$ cat config.mk
export PLATFORM = sky130hd
export DESIGN_NAME = mem_bus_arb
export DESIGN_NICKNAME = d
export VERILOG_FILES = /design/src/rtl/bus_pkg.sv /design/src/rtl/rr_arbiter.sv /design/src/rtl/mem_bus_arb.sv
export SDC_FILE = /design/constraint.sdc
export NUM_CORES = 1
export LEC_CHECK = 0
export ABC_CLOCK_PERIOD_IN_PS = 3700
export BUFFER_PORTS_ARGS = -buffer_cell sky130_fd_sc_hd__buf_2
export CAP_MARGIN = 20
export CELL_PAD_IN_SITES_DETAIL_PLACEMENT = 1
export CELL_PAD_IN_SITES_GLOBAL_PLACEMENT = 1
export CORE_ASPECT_RATIO = 0.75
export CORE_MARGIN = 2
export CORE_UTILIZATION = 40
export DETAILED_ROUTE_END_ITERATION = 16
export PLACE_DENSITY_LB_ADDON = 0.2
export RECOVER_POWER = 50
export SKIP_LAST_GASP = 1
export SYNTH_ARGS = -nofsm -noshare
export SYNTH_HDL_FRONTEND = slang
export SYNTH_SLANG_ARGS = --single-unit
$ cat constraint.sdc
create_clock -name clk -period 3.7 [get_ports clk]
set_clock_uncertainty 0.15 [all_clocks]
set_input_delay 0.74 -clock clk [delete_from_list [all_inputs] [get_ports clk]]
set_output_delay 0.74 -clock clk [all_outputs]
set_load 0.02 [all_outputs]
$ cat src/rtl/bus_pkg.sv
// bus_pkg: FSM state encoding and parameter defaults for mem_bus_arb
package bus_pkg;
  typedef enum logic [2:0] {IDLE, ADDR, LATCH, DATA, DONE} state_t;
  localparam int NCH_DEF = 2;
  localparam int DW_DEF = 16;
  localparam int AW_DEF = 20;
  localparam int WAIT_CYC_DEF = 1;
endpackage

$ cat src/rtl/rr_arbiter.sv
// rr_arbiter: one-hot grant of the first unmasked request found searching upward from ptr_i
module rr_arbiter #(
  parameter int N = 2,
  parameter int PW = 1
) (
  input  logic [N-1:0]  req_i,
  input  logic [N-1:0]  mask_i,
  input  logic [PW-1:0] ptr_i,
  output logic [N-1:0]  gnt_o
);
  logic [N-1:0] elig;
  logic found;
  assign elig = req_i & ~mask_i;
  // walk offsets from the pointer; the first eligible channel wins
  always_comb begin
    gnt_o = '0;
    found = 1'b0;
    for (int i = 0; i < N; i++)
      for (int j = 0; j < N; j++)
        if (!found && elig[j] && ((int'(ptr_i) + i) % N) == j) begin
          gnt_o[j] = 1'b1;
          found = 1'b1;
        end
  end
endmodule

$ cat src/rtl/mem_bus_arb.sv
// mem_bus_arb: NCH-channel arbiter onto a multiplexed address/data memory bus
// ARB_RR_EN defined: round-robin grant; undefined: fixed priority, lowest index wins
module mem_bus_arb import bus_pkg::*; #(
  parameter int NCH = NCH_DEF,
  parameter int DW = DW_DEF,
  parameter int AW = AW_DEF,
  parameter int WAIT_CYC = WAIT_CYC_DEF
) (
  input  logic              clk,
  input  logic              rst_n,
  input  logic [NCH-1:0]    req,
  input  logic [NCH-1:0]    rw,
  input  logic [NCH*AW-1:0] adr,
  input  logic [NCH*DW-1:0] dtw,
  output logic [NCH-1:0]    ack,
  output logic [DW-1:0]     dtr,
  input  logic [DW-1:0]     din,
  output logic [DW-1:0]     dout,
  output logic              isout,
  output logic [AW-DW-1:0]  adr_hi,
  output logic              ale,
  output logic              oe,
  output logic              we,
  output logic              busy
);
  localparam int PW = (NCH > 1) ? $clog2(NCH) : 1;
  state_t state_q, state_d;
  logic [NCH-1:0] gnt, gnt_q, gnt_d, mask_q, mask_d;
  logic rw_q, rw_d, sel_rw;
  logic [AW-1:0] adr_q, adr_d, sel_adr;
  logic [DW-1:0] dtw_q, dtw_d, sel_dtw, dtr_q, dtr_d;
  logic [3:0] wcnt_q, wcnt_d;
  logic [PW-1:0] ptr;
  logic start, last;
  assign start = (state_q == IDLE) && |gnt;
  assign last = (state_q == DATA) && (wcnt_q == 4'(WAIT_CYC));
  assign dtr = dtr_q;
  rr_arbiter #(.N(NCH), .PW(PW)) u_arb (
    .req_i (req),
    .mask_i(mask_q),
    .ptr_i (ptr),
    .gnt_o (gnt)
  );
`ifdef ARB_RR_EN
  logic [PW-1:0] ptr_q, ptr_d;
  assign ptr = ptr_q;
  // pointer moves to the channel after the one just granted
  always_comb begin
    ptr_d = ptr_q;
    for (int i = 0; i < NCH; i++)
      if (start && gnt[i]) ptr_d = PW'((i + 1) % NCH);
  end
  // round-robin pointer register
  always_ff @(posedge clk or negedge rst_n)
    if (!rst_n) ptr_q <= '0;
    else ptr_q <= ptr_d;
`else
  assign ptr = '0;
`endif
  // request fields of the channel currently being granted
  always_comb begin
    sel_rw = 1'b0;
    sel_adr = '0;
    sel_dtw = '0;
    for (int i = 0; i < NCH; i++)
      if (gnt[i]) begin
        sel_rw = rw[i];
        sel_adr = adr[i*AW +: AW];
        sel_dtw = dtw[i*DW +: DW];
      end
  end
  // bus phase sequencing, request capture at grant, read data capture
  always_comb begin
    state_d = state_q;
    case (state_q)
      IDLE:    state_d = start ? ADDR : IDLE;
      ADDR:    state_d = LATCH;
      LATCH:   state_d = DATA;
      DATA:    state_d = last ? DONE : DATA;
      DONE:    state_d = IDLE;
      default: state_d = IDLE;
    endcase
    gnt_d = start ? gnt : gnt_q;
    rw_d = start ? sel_rw : rw_q;
    adr_d = start ? sel_adr : adr_q;
    dtw_d = start ? sel_dtw : dtw_q;
    mask_d = (state_q == DONE) ? gnt_q : '0;
    wcnt_d = (state_q == DATA) ? wcnt_q + 4'd1 : 4'd0;
    dtr_d = (last && rw_q) ? din : dtr_q;
  end
  // state and captured-request registers
  always_ff @(posedge clk or negedge rst_n)
    if (!rst_n) begin
      state_q <= IDLE;
      gnt_q <= '0;
      rw_q <= 1'b0;
      adr_q <= '0;
      dtw_q <= '0;
      mask_q <= '0;
      wcnt_q <= '0;
      dtr_q <= '0;
    end else begin
      state_q <= state_d;
      gnt_q <= gnt_d;
      rw_q <= rw_d;
      adr_q <= adr_d;
      dtw_q <= dtw_d;
      mask_q <= mask_d;
      wcnt_q <= wcnt_d;
      dtr_q <= dtr_d;
    end
  // bus strobes and pin values decoded from the current phase
  always_comb begin
    ack = '0;
    dout = '0;
    isout = 1'b0;
    ale = 1'b0;
    oe = 1'b0;
    we = 1'b0;
    busy = state_q != IDLE;
    adr_hi = (state_q == IDLE) ? '0 : adr_q[AW-1:DW];
    case (state_q)
      ADDR: begin
        isout = 1'b1;
        dout = adr_q[DW-1:0];
        ale = 1'b1;
      end
      LATCH: begin
        isout = 1'b1;
        dout = adr_q[DW-1:0];
      end
      DATA: begin
        oe = rw_q;
        we = !rw_q;
        isout = !rw_q;
        dout = rw_q ? '0 : dtw_q;
      end
      DONE: begin
        ack = gnt_q;
        isout = !rw_q;
        dout = rw_q ? '0 : dtw_q;
      end
      default: ;
    endcase
  end
endmodule

==> results.py <==
metrics = {
    "timing": {
        "hold_viol_final": 0,
        "tns_ns": 0,
        "period_share_pct": 86.3,
        "slew_violations": 0,
        "layout_min_cycle_time_ns": 3.19,
        "maxSlewHeadroom_pct": 13.5,
        "rsz0062_at_grt": "no",
        "setup_ws_ns": 0.506,
        "worst_pin_slew_ns": 1.30,
        "fmax_ghz": 0.313,
        "setup_viol": 0,
    },
    "yosys": {
        "yosysWarnings": 0,
        "syn_area_um2": 3380,
        "syn-mean-instance-area_um2": 11.9,
        "post_synth_num_cell_types": 38,
        "synth_seq_cells": 64,
        "syn_inst": 283,
        "syn_nets": 379,
        "ys_seq_area_share_pct": 47.4,
    },
    "detailed_routing": {
        "postRouteAntennaNets": 0,
        "wl_per_cell_um": 19.3,
        "drt_iter0_drc": 108,
        "routed_via_density": 5.49,
        "num_vias": 2847,
        "drt_pre_antenna_iters": 4,
        "routed_wl_mm": 10.0,
        "drc": 0,
    },
    "placed_design": {
        "dp_hpwl_mm": 6.67,
        "gp_congestion": 0.719,
        "dpl_cell_area_um2": 4100,
        "port_buffers": 136,
        "place_ws_ns": 0.952,
    },
    "critical_path": {
        "end_kind": "primary output",
        "cp_data_required_time_ns": 2.81,
        "critPathLaunchType": "flip-flop",
        "path_class": "flip-flop to primary output",
        "cp.arrival_ns": 2.30,
        "critPathMaxFanout": 17,
    },
    "pwr": {
        "p_leak_nw": 2.01,
        "power_mw": 4.06,
        "vdd_ir_drop_max_mv": 0.468,
        "pwr_density_cell_nw_per_um2": 922,
    },
    "floorplan": {
        "dieArea_um2": 9210,
        "start_util_pct": 40.5,
        "io_pins": 137,
        "rows": 29,
        "core_area_um2": 8350,
        "die-width_um": 110,
        "die_y_um": 83.6,
    },
    "layout": {
        "fin_area_um2": 4400,
        "multi_input_area_um2": 1600,
        "mostFrequentLayoutCells": "buf_2 (122), dfrtp_1 (64), o31ai_1 (37), a2bb2oi_1 (37), or3b_2 (27)",
        "drive_gt1_share_pct": 47.0,
        "syn2layout_area_growth_pct": 30.3,
        "antenna_cells": 0,
        "ff_latch_area_um2": 1600,
        "fillers": 937,
        "layout_commonest_cell": "buf_2",
        "nNetsFinal": 502,
    },
    "clock_network": {
        "htreeDepth": 3,
        "numCtsBuffers": 9,
        "cts-resized-gates": 0,
        "ctsRootBufferMaster": "clkbuf_16",
        "ctsHoldBuffers": 0,
        "cts_buffer_depth": 2,
        "path_clk_slew_ns": 0.06,
        "cts_tree": "done",
        "clock_latency_ns": 0.32,
        "cts_setup_buffers": 0,
        "cts_num_sinks": 64,
    },
    "grt": {
        "grt-ovfl-total": 0,
        "antenna_found_initial": 0,
        "grt_pass1_vias": 2974,
        "grt_pass1_wl_mm": 15.8,
        "grt_max_degree": 42,
        "grt_usage_pct": 22.4,
    },
    "run": {
        "cap_violations": 0,
    },
    "status": {
        "status": "complete, no violations",
    },
    "min_path": {
        "hp-class": "flip-flop to flip-flop",
    },
}
-- cells in the mapped netlist (all sizes together) --
master / count / share of area [%]
o21ai: 1 / 0.15
nand2b: 3 / 0.56
and3: 2 / 0.37
xor2: 1 / 0.26
a22o: 16 / 4.1
buf: 14 / 3.1
and2: 4 / 0.74
nand3: 1 / 0.15
dfrtp: 64 / 47
ha: 2 / 0.74
nor3b: 3 / 1.1
xnor2: 2 / 0.52
nor2: 9 / 1.0
a2bb2oi: 37 / 9.6
nor3: 1 / 0.30
or2: 2 / 0.37
inv: 3 / 0.33
nor2b: 2 / 0.37
a21oi: 3 / 1.1
or3b: 38 / 9.8
clkbuf: 16 / 1.8
o21a: 1 / 0.22
a211oi: 1 / 0.22
o31ai: 37 / 8.2
mux2: 16 / 6.4
o22ai: 1 / 0.19
nand3b: 1 / 0.59
nand2: 2 / 0.22
-- where the power goes --
part	internal, mW	switching, mW
Sequential	1.01	0.224
Clock	0.608	0.297
Combinational	0.844	1.08
Total	2.46	1.60
-- per-layer routing --
layer,GRT usage (%),vias up,part of all wire [%]
met5,0,-,0
met4,3.86,0,0.63
met3,6.32,6,5.5
met2,35.0,73,47
met1,31.4,1437,47
li1,-,1331,-
-- cells by family (layout without fill, tap and decap cells) --
logic type                 after synthesis  in the layout  share of synthesized area [%]
AOI/OAI and AO/OA                       97             97                           23.8
and+or+nand+nor                         68             68                           15.7
DFF                                     64             64                           47.4
buffers and inverters                   33            161                           5.18
muxes                                   16             16                           6.44
xor gates and xnor gates                 3              3                          0.777
adders and majority gates                2              2                          0.740
-- path summary, 6_finish.rpt --
path	startpoint	depth (start not counted)	slack (ns)	endpoint
max	state_q[2]$_DFF_PN0_	4	0.51	dout[6]
min	gnt_q[1]$_DFFE_PN0P_	1	0.34	gnt_q[1]$_DFFE_PN0P_
max reg2reg	wcnt_q[1]$_DFF_PN0_	5	1.01	dtr[1]$_DFFE_PN0P_
min reg2reg	gnt_q[1]$_DFFE_PN0P_	1	0.34	gnt_q[1]$_DFFE_PN0P_
max in group asynchronous	rst_n	2	1.19	dtw_q[3]$_DFFE_PN0P_
min in group asynchronous	rst_n	1	0.53	dtr[5]$_DFFE_PN0P_
-- flip-flops by register name, indices dropped and copies added (netlist names) --
signal,flops
wcnt_q,4
adr_q,20
dtw_q,16
mask_q,2
state_q,3
dtr,16
rw_q,1
gnt_q,2
-- metrics by stage --
step,instances,hold slack [ns],utilization (%)
after floorplan,283,0.294,-
after global placement,502,0.326,49.1
after detailed placement,502,0.329,49.1
after CTS,518,0.264,52.9
after global routing,519,0.350,52.8
final,519,0.338,52.8
-- critical path: stages, from the launching register on --
cell      delay [ns]
dfrtp_1         0.50
nand3b_1        0.49
a21oi_4         0.60
a22o_1          0.22
buf_2           0.17
-- cell type report --
type	count	area share [%]
well taps	108	3.07
clock buffers	13	5.68
repair buffers	142	16.8
inverters	3	0.256
multi-input cells	186	36.4
clock inverters	3	1.48
flip-flops and latches	64	36.4
Power figures use the tool's default switching activity.
